===== src/rtl/riscv_pkg.sv =====
// Shared RISC-V core definitions: data widths, data-memory FSM states and
// the address error check used by the data-memory responder.
package riscv_pkg;

    localparam int WORDSIZE  = 32;
    localparam int DWORDSIZE = 64;
    localparam int DMEMSIZE  = 32;

    typedef enum logic [1:0] {
        IDLE = 2'd0,
        WAIT = 2'd1,
        RESP = 2'd2
    } dmem_state_e;

    // Misaligned (not on a doubleword) or beyond the last doubleword of storage.
    function automatic logic dmem_addr_err(input logic [WORDSIZE-1:0] addr,
                                           input int unsigned          depth);
        logic [WORDSIZE-1:0] dword_idx;
        dword_idx = {3'b000, addr[WORDSIZE-1:3]};
        return (addr[2:0] != 3'b000) || (dword_idx >= depth);
    endfunction

endpackage


===== src/rtl/dmem_array.sv =====
// Data-memory storage: 64-bit x DEPTH, synchronous byte-masked write,
// combinational read. Kept separate so it can be swapped for an SRAM macro.
module dmem_array
    import riscv_pkg::*;
#(
    parameter int DEPTH = DMEMSIZE,
    parameter int AW    = $clog2(DEPTH)
) (
    input  logic                 clk,
    input  logic                 we,
    input  logic [7:0]           wmask,
    input  logic [AW-1:0]        addr,
    input  logic [DWORDSIZE-1:0] wdata,
    output logic [DWORDSIZE-1:0] rdata
);

    logic [DWORDSIZE-1:0] mem [DEPTH];

    always_ff @(posedge clk) begin
        if (we) begin
            for (int b = 0; b < 8; b++) begin
                if (wmask[b]) begin
                    mem[addr][8*b +: 8] <= wdata[8*b +: 8];
                end
            end
        end
    end

    assign rdata = mem[addr];

endmodule


===== src/rtl/dmem_responder.sv =====
// Data-memory responder for the core's load/store port: one doubleword access
// at a time with LATENCY wait states. Define DMEM_BYTE_STROBE_EN to honour req_wstrb.
//
//  state | meaning
//  ------+-----------------------------------------------------------
//  IDLE  | ready for a request; accepts on req_valid
//  WAIT  | wait-state down-counter running; commit when it hits 1
//  RESP  | committed response held until rsp_ready
module dmem_responder
    import riscv_pkg::*;
#(
    parameter int DEPTH   = DMEMSIZE,
    parameter int LATENCY = 1
) (
    input  logic                 clk,
    input  logic                 rst,
    input  logic                 req_valid,
    output logic                 req_ready,
    input  logic                 req_we,
    input  logic [WORDSIZE-1:0]  req_addr,
    input  logic [DWORDSIZE-1:0] req_wdata,
    input  logic [7:0]           req_wstrb,
    output logic                 rsp_valid,
    input  logic                 rsp_ready,
    output logic [DWORDSIZE-1:0] rsp_rdata,
    output logic                 rsp_err
);

    localparam int          AW  = $clog2(DEPTH);
    localparam logic [3:0]  LAT = 4'(LATENCY);

    dmem_state_e          state, state_nxt;
    logic [3:0]           cnt;
    logic                 accept, commit, live;

    logic                 lat_we;
    logic [WORDSIZE-1:0]  lat_addr;
    logic [DWORDSIZE-1:0] lat_wdata;

    logic                 c_we, c_err;
    logic [WORDSIZE-1:0]  c_addr;
    logic [DWORDSIZE-1:0] c_wdata;
    logic                 arr_we;
    logic [7:0]           arr_mask;
    logic [DWORDSIZE-1:0] arr_rdata;

    always_comb begin
        state_nxt = state;
        accept    = 1'b0;
        commit    = 1'b0;
        case (state)
            IDLE: begin
                if (req_valid) begin
                    accept = 1'b1;
                    if (LAT == 4'd0) begin
                        state_nxt = RESP;
                        commit    = 1'b1;
                    end else begin
                        state_nxt = WAIT;
                    end
                end
            end
            WAIT: begin
                if (cnt <= 4'd1) begin
                    state_nxt = RESP;
                    commit    = 1'b1;
                end
            end
            RESP: begin
                if (rsp_ready) begin
                    state_nxt = IDLE;
                end
            end
            default: state_nxt = IDLE;
        endcase
    end

    // With zero wait states the commit edge is the acceptance edge, so the
    // live request is used instead of the (not yet loaded) latched copy.
    assign live    = (state == IDLE);
    assign c_we    = live ? req_we    : lat_we;
    assign c_addr  = live ? req_addr  : lat_addr;
    assign c_wdata = live ? req_wdata : lat_wdata;
    assign c_err   = dmem_addr_err(c_addr, DEPTH);
    assign arr_we  = commit && c_we && !c_err;

`ifdef DMEM_BYTE_STROBE_EN
    logic [7:0] lat_wstrb;

    always_ff @(posedge clk or posedge rst) begin
        if (rst) begin
            lat_wstrb <= '0;
        end else if (accept) begin
            lat_wstrb <= req_wstrb;
        end
    end

    assign arr_mask = live ? req_wstrb : lat_wstrb;
`else
    logic unused_wstrb;
    assign unused_wstrb = ^req_wstrb;
    assign arr_mask     = 8'hFF;
`endif

    always_ff @(posedge clk or posedge rst) begin
        if (rst) begin
            state <= IDLE;
        end else begin
            state <= state_nxt;
        end
    end

    always_ff @(posedge clk or posedge rst) begin
        if (rst) begin
            cnt       <= '0;
            lat_we    <= 1'b0;
            lat_addr  <= '0;
            lat_wdata <= '0;
        end else if (accept) begin
            cnt       <= LAT;
            lat_we    <= req_we;
            lat_addr  <= req_addr;
            lat_wdata <= req_wdata;
        end else if (state == WAIT) begin
            cnt <= cnt - 4'd1;
        end
    end

    always_ff @(posedge clk or posedge rst) begin
        if (rst) begin
            rsp_rdata <= '0;
            rsp_err   <= 1'b0;
        end else if (commit) begin
            rsp_rdata <= (c_we || c_err) ? '0 : arr_rdata;
            rsp_err   <= c_err;
        end
    end

    assign req_ready = (state == IDLE);
    assign rsp_valid = (state == RESP);

    dmem_array #(
        .DEPTH (DEPTH),
        .AW    (AW)
    ) u_array (
        .clk   (clk),
        .we    (arr_we),
        .wmask (arr_mask),
        .addr  (c_addr[AW+2:3]),
        .wdata (c_wdata),
        .rdata (arr_rdata)
    );

endmodule


===== config.mk =====
export PLATFORM = sky130hd
export DESIGN_NAME = dmem_responder
export DESIGN_NICKNAME = d
export VERILOG_FILES = /design/src/rtl/riscv_pkg.sv /design/src/rtl/dmem_array.sv /design/src/rtl/dmem_responder.sv
export SDC_FILE = /design/constraint.sdc
export NUM_CORES = 2
export LEC_CHECK = 0
export CAP_MARGIN = 20
export CELL_PAD_IN_SITES_DETAIL_PLACEMENT = 0
export CELL_PAD_IN_SITES_GLOBAL_PLACEMENT = 1
export CORE_MARGIN = 3
export CORE_UTILIZATION = 49
export CTS_CLUSTER_DIAMETER = 60
export CTS_CLUSTER_SIZE = 28
export DETAILED_ROUTE_END_ITERATION = 7
export GPL_ROUTABILITY_DRIVEN = 1
export GPL_TIMING_DRIVEN = 0
export PLACE_DENSITY_LB_ADDON = 0.1
export SLEW_MARGIN = 20
export SYNTH_ARGS = -nofsm -noshare
export SYNTH_HDL_FRONTEND = slang
export SYNTH_SLANG_ARGS = --single-unit

===== constraint.sdc =====
create_clock -name clk -period 7.5 [get_ports clk]
set_input_delay 1.5 -clock clk [delete_from_list [all_inputs] [get_ports clk]]
set_output_delay 1.5 -clock clk [all_outputs]
set_load 0.01 [all_outputs]

---- Word level (Yosys, flattened, before mapping) ----
Memories as Yosys holds them, arrays and structs flattened.
Index checks and enable logic that the tools add are counted.
word-level totals
  register bits after elaboration ......... 168
  RAM bits ................................ 2048
  bits of input ports ..................... 109
  output and inout port bits .............. 67
  word-level logic and storage cells ...... 41
  memories kept ........................... 1
memory list
  name         words  bits a word  read ports  clocked after memory_dff  wr ports  RTL line          source
  u_array.mem  32     64           1           0                         1         dmem_array.sv:17  logic [DWORDSIZE-1:0] mem [DEPTH];
operators by class
  add/sub/neg operators ................... 1
  $lt $le $gt $ge ......................... 2
  equality and inequality tests ........... 5
  mux-type cells .......................... 16
  reductions and logical operators ........ 9
operators with widths
  cell                                                             count
  two-way mux 64 bit                                               2
  two-way mux 32 bit                                               1
  >= comparator 29 x 6 -> 1 bit (second input constant)            1
  two-way mux 4 bit                                                2
  two-way mux 1 bit                                                7
  two-way mux 2 bit                                                3
  one-hot mux 2 bit (3 select lines)                               1
  less-or-equal comparator 4 x 1 -> 1 bit (second input constant)  1
  != test 2 bit (second input constant)                            2
  subtractor 4 x 1 -> 4 bit (second input constant)                1
  AND reduction 3 bit                                              1
  nonzero test 3 bit                                               1
  equality test 2 x 1 -> 1 bit (second input constant)             1
  equality test 2 bit (second input constant)                      1
  logical AND 1 bit                                                2
  zero test 2 bit                                                  1
  logical OR 1 bit                                                 2
  != test 2 x 1 -> 1 bit (second input constant)                   1
  nonzero test 2 bit                                               1
  zero test 1 bit                                                  1

---- Depth between registers and ports, before layout ----
  word-level depth ........................ 8
  mapped depth ............................ 12

---- Cells and area by module ----
From an unflattened synthesis, not the netlist that was laid out.
unflattened totals
  cells, all modules ...................... 5211
  area, all modules ....................... 86085.1 µm²
by module, submodules not included
  module          instances  cells each  area an instance (µm²)
  dmem_array      1          4363        78735.5
  dmem_responder  1          848         7349.5

---- Worst setup path before layout ----
Ideal clock, no wire load.
  path kind ............................... input port to flip-flop
  from .................................... in req_addr[5]
  to ...................................... mem u_array.mem[16][0] (enable)
  arrival ................................. 5.370 ns
  data required time ...................... 7.014 ns
  setup slack ............................. 1.643 ns
  stages .................................. 6
  buffers on the path ..................... 2
  cells stage by stage .................... or4b_1 -> o21ai_1 -> nand2_1 -> clkbuf_1 -> clkbuf_1 -> nor2_1
between the ends
  cells in the longest elaborated chain, start to end .. 7
ends and longest elaborated chain
  what                                     RTL line              source
  from (decl)                              dmem_responder.sv:20  input logic [WORDSIZE-1:0] req_addr,
  two-way mux 32 bit (*)                   dmem_responder.sv:82  assign c_addr = live ? req_addr : lat_addr;
  >= comparator 29 x 6 -> 1 bit            riscv_pkg.sv:20       return (addr[2:0] != 3'b000) || (dword_idx >= depth);
  logical OR 1 bit                         riscv_pkg.sv:20
  zero test 1 bit                          dmem_responder.sv:85  assign arr_we = commit && c_we && !c_err;
  logical AND 1 bit                        dmem_responder.sv:85
  two-way mux 1 bit                        dmem_array.sv:20      if (we) begin
  two-way mux 1 bit (not written as such)  dmem_array.sv:23      mem[addr][8*b +: 8] <= wdata[8*b +: 8];
  to (decl)                                dmem_array.sv:17
Every way passes the cells marked *; elsewhere a longest branch is shown, timed or not.

---- Worst setup path in the final report ----
  from .................................... in req_addr[7]
  to ...................................... mem u_array.mem[19][26] (enable)
The elaborated chain is that of the path after synthesis.

==> flow_metrics.tcl <==
set metrics [dict create \
    power_density_nw_per_um2 379 \
    firstDrtPassIters 6 \
    max_stage_delay_ns 0.63 \
    syn_inst 4992 \
    gr-total-overflow 0 \
    synthTopCellsByArea "edfxtp_1 (76%), o22ai_1 (7.9%), dfrtp_1 (5.2%), nand2_1 (2.5%), o21ai_1 (1.4%)" \
    die_area_um2 169000 \
    initial_core_util_pct 49.4 \
    status "finished, final reports clean" \
    row_count 148 \
    avgViaCountPerCell 6.47 \
    async_flop_share_pct 7.58 \
    critical_path_depth 11 \
    coreArea_um2 163000 \
    crit_arrival_ns 5.68 \
    rsz0062_at_grt "no" \
    clk_latency_ns 0.81 \
    reg2reg_from "state[1]" \
    endpoint_kind "flop" \
    setup_viol 0 \
    holdBufCountCts 0 \
    r2r-end "u_array.mem[19][26]" \
    crit_path_start_kind "input port" \
    clk_pin_slew_ns 0.08 \
    synthFlopType "edfxtp_1" \
    worstSetupEndpoint "u_array.mem[19][26]" \
    gp_congestion 0.804 \
    crit_top_cell "buf_16" \
    ctsResizeCount 0 \
    routed_wl_um 257000 \
    syn_area_um2 80600 \
    slew_headroom_pct 20.4 \
    post_synth_num_cell_types 44 \
    cts_buffers 139 \
    avgRoutedWirePerCell_um 33.1 \
    synth_edf_count 2048 \
    crit_buf_inv 7 \
    cp_top_family "buffers and inverters" \
    drt_iter0_markers 7595 \
    finalClockSkew_ns 0.0286 \
    final_cell_mix "edfxtp_1 (2,048), o22ai_1 (1,013), nand2_1 (488), o21ai_1 (233), o21ai_0 (224)" \
    die_x_um 412 \
    crit_slowest_cell "clkbuf_1" \
    period_share_pct 69.1 \
    setup.worst_path.class "input port to flop" \
    antenna_found_initial 10 \
    io_pins 176 \
    multi_input_area_um2 13700 \
    fill_cells 12600 \
    reg2regPathDepth 11 \
    startpoint "req_addr[7]" \
    clockRootBuffer "clkbuf_16" \
    synth_top_area_share_pct 76.3 \
    yosys_warnings 0 \
    min_period_ns 5.18 \
    worstMarginPinSlew_ns 1.18 \
    avgSynthCellArea_um2 16.2 \
    grt_util_all_layers_pct 30.0 \
    drv_slew 0 \
    drcViolationCount 0 \
    ir_drop_v 0.000247 \
    synth-seq-cells 2216 \
    syn-num-nets 5103 \
    holdCritPathClass "flop to flop" \
    final_common_cell "edfxtp_1" \
    required_ns 8.00 \
    hold_viol_final 0 \
    cap_violations 0 \
    power.total_uw 35500 \
    grt_pass1_vias 47200 \
    io_buffers 167 \
    cts_buffer_depth 3 \
    cts_tree "built" \
    hpwl_um 174000 \
    drive_above_1_share_pct 12.8 \
    fp.dieH_um 412 \
    grt_max_degree 82 \
    cts.sinks 2216 \
    cts_setup_buffers 0 \
    ys_seq_area_share_pct 81.5 \
    rrSetupSlack_ns 2.78 \
    finalSetupTns_ns 0 \
    leakage_uw 0.0305 \
    syn_to_final_growth_pct 16.1 \
    final_nets 5553 \
    regArea_um2 65700 \
    dr_total_vias 50100 \
    yosys.area.top_type "edfxtp_1" \
    cp_max_fo 17 \
    grt_pass1_wl_um 359000 \
    cp_cell_sequence "clkdlybuf4s50_1 > or4b_1 > o21ai_1 > nand2_1 > clkbuf_1 > clkbuf_1 > buf_6 > nor2_4 > buf_16 > buf_16 > buf_16" \
    fmax_mhz 193 \
    ant_nets 0 \
    htreeDepth 4 \
]
-- where the power goes --
group          internal, uW  switching (uW)  total, uW
combinational          2530            8410      10900
sequential            15900             185      16000
clock                  4000            4530       8530
total                 22400           13100      35500
-- metal layers --
metal	GRT usage, %	share of wire [%]
met1	45.0	42
met2	44.9	45
met3	5.99	11
met4	8.51	2.9
met5	0	0
-- Yosys cell counts, types with 2 or more instances --
cell	count
nand4_1	44
ha_1	2
nor3_1	4
nand2b_1	11
o31ai_1	28
inv_1	4
nand2_1	527
o22ai_1	1013
a21o_1	37
o21ai_1	233
or4_1	3
clkbuf_1	99
mux2_4	2
dfrtp_1	168
nor4_1	44
nor2_1	165
buf_1	11
o2111ai_1	51
nor2b_1	2
buf_6	8
and2_1	4
buf_4	26
or4b_1	3
o21a_1	2
buf_2	189
edfxtp_1	2048
o21bai_1	6
a22o_1	8
nand3_1	5
a221oi_1	8
o21ai_0	224
-- worst min path at each step --
stage                        startpoint             to  slack (ns)  cells past startpoint
after floorplan            lat_addr[12]   lat_addr[12]        0.44                      2
after global placement     lat_addr[12]   lat_addr[12]        0.45                      2
after detailed placement  lat_wdata[48]  lat_wdata[48]        0.46                      2
after CTS                 lat_wdata[48]  lat_wdata[48]        0.48                      2
after global routing      rsp_rdata[13]  rsp_rdata[13]        0.50                      1
final                     lat_wdata[48]  lat_wdata[48]        0.48                      2
-- registers in the layout, summed over array words and instances (netlist names) --
signal,flops
lat_we,1
lat_addr,32
lat_wdata,64
rsp_err,1
state,2
cnt,4
rsp_rdata,64
u_array.mem,2048
-- cell families (layout without fill, tap and decap cells) --
group | Yosys count | after routing | share of synthesized area (%)
AOI/OAI and AO/OA | 1615 | 1615 | 12.2
adders and majority gates | 2 | 2 | 0.0310
buffers and inverters | 338 | 905 | 2.06
DFF | 2216 | 2216 | 81.5
muxes | 5 | 5 | 0.0807
other | 0 | 7 | 0
and+or+nand+nor | 816 | 816 | 4.19
-- final cells by class --
type / count / area share [%]
Antenna cell: 7 / 0.0187
Sequential cell: 2216 / 70.1
Buffer: 333 / 1.78
Clock inverter: 97 / 1.19
Timing Repair Buffer: 309 / 5.36
Inverter: 5 / 0.0307
Clock buffer: 161 / 4.00
Multi-Input combinational cell: 2438 / 14.6
Tap cell: 2175 / 2.91
-- stage by stage --
step	utilization, %	instances	hold WS, ns	instance area (um2)	setup WS, ns
after global routing	57.4	7734	0.495	93600	2.33
after global placement	52.1	7334	0.454	85000	-3.48
after floorplan	-	4992	0.437	80600	1.45
final	57.4	7741	0.475	93700	2.32
after detailed placement	54.3	7470	0.462	88600	1.52
after CTS	57.3	7728	0.480	93500	2.32
-- worst register-to-register path, delay by kind of cell (launching register included) --
family / cells / cell delay (ns)
multiplexers: 1 / 0.48
AND/OR/NAND/NOR: 3 / 1.40
flip-flops: 1 / 0.48
buffers and inverters: 7 / 2.07
(Power assumes the default switching activity.)
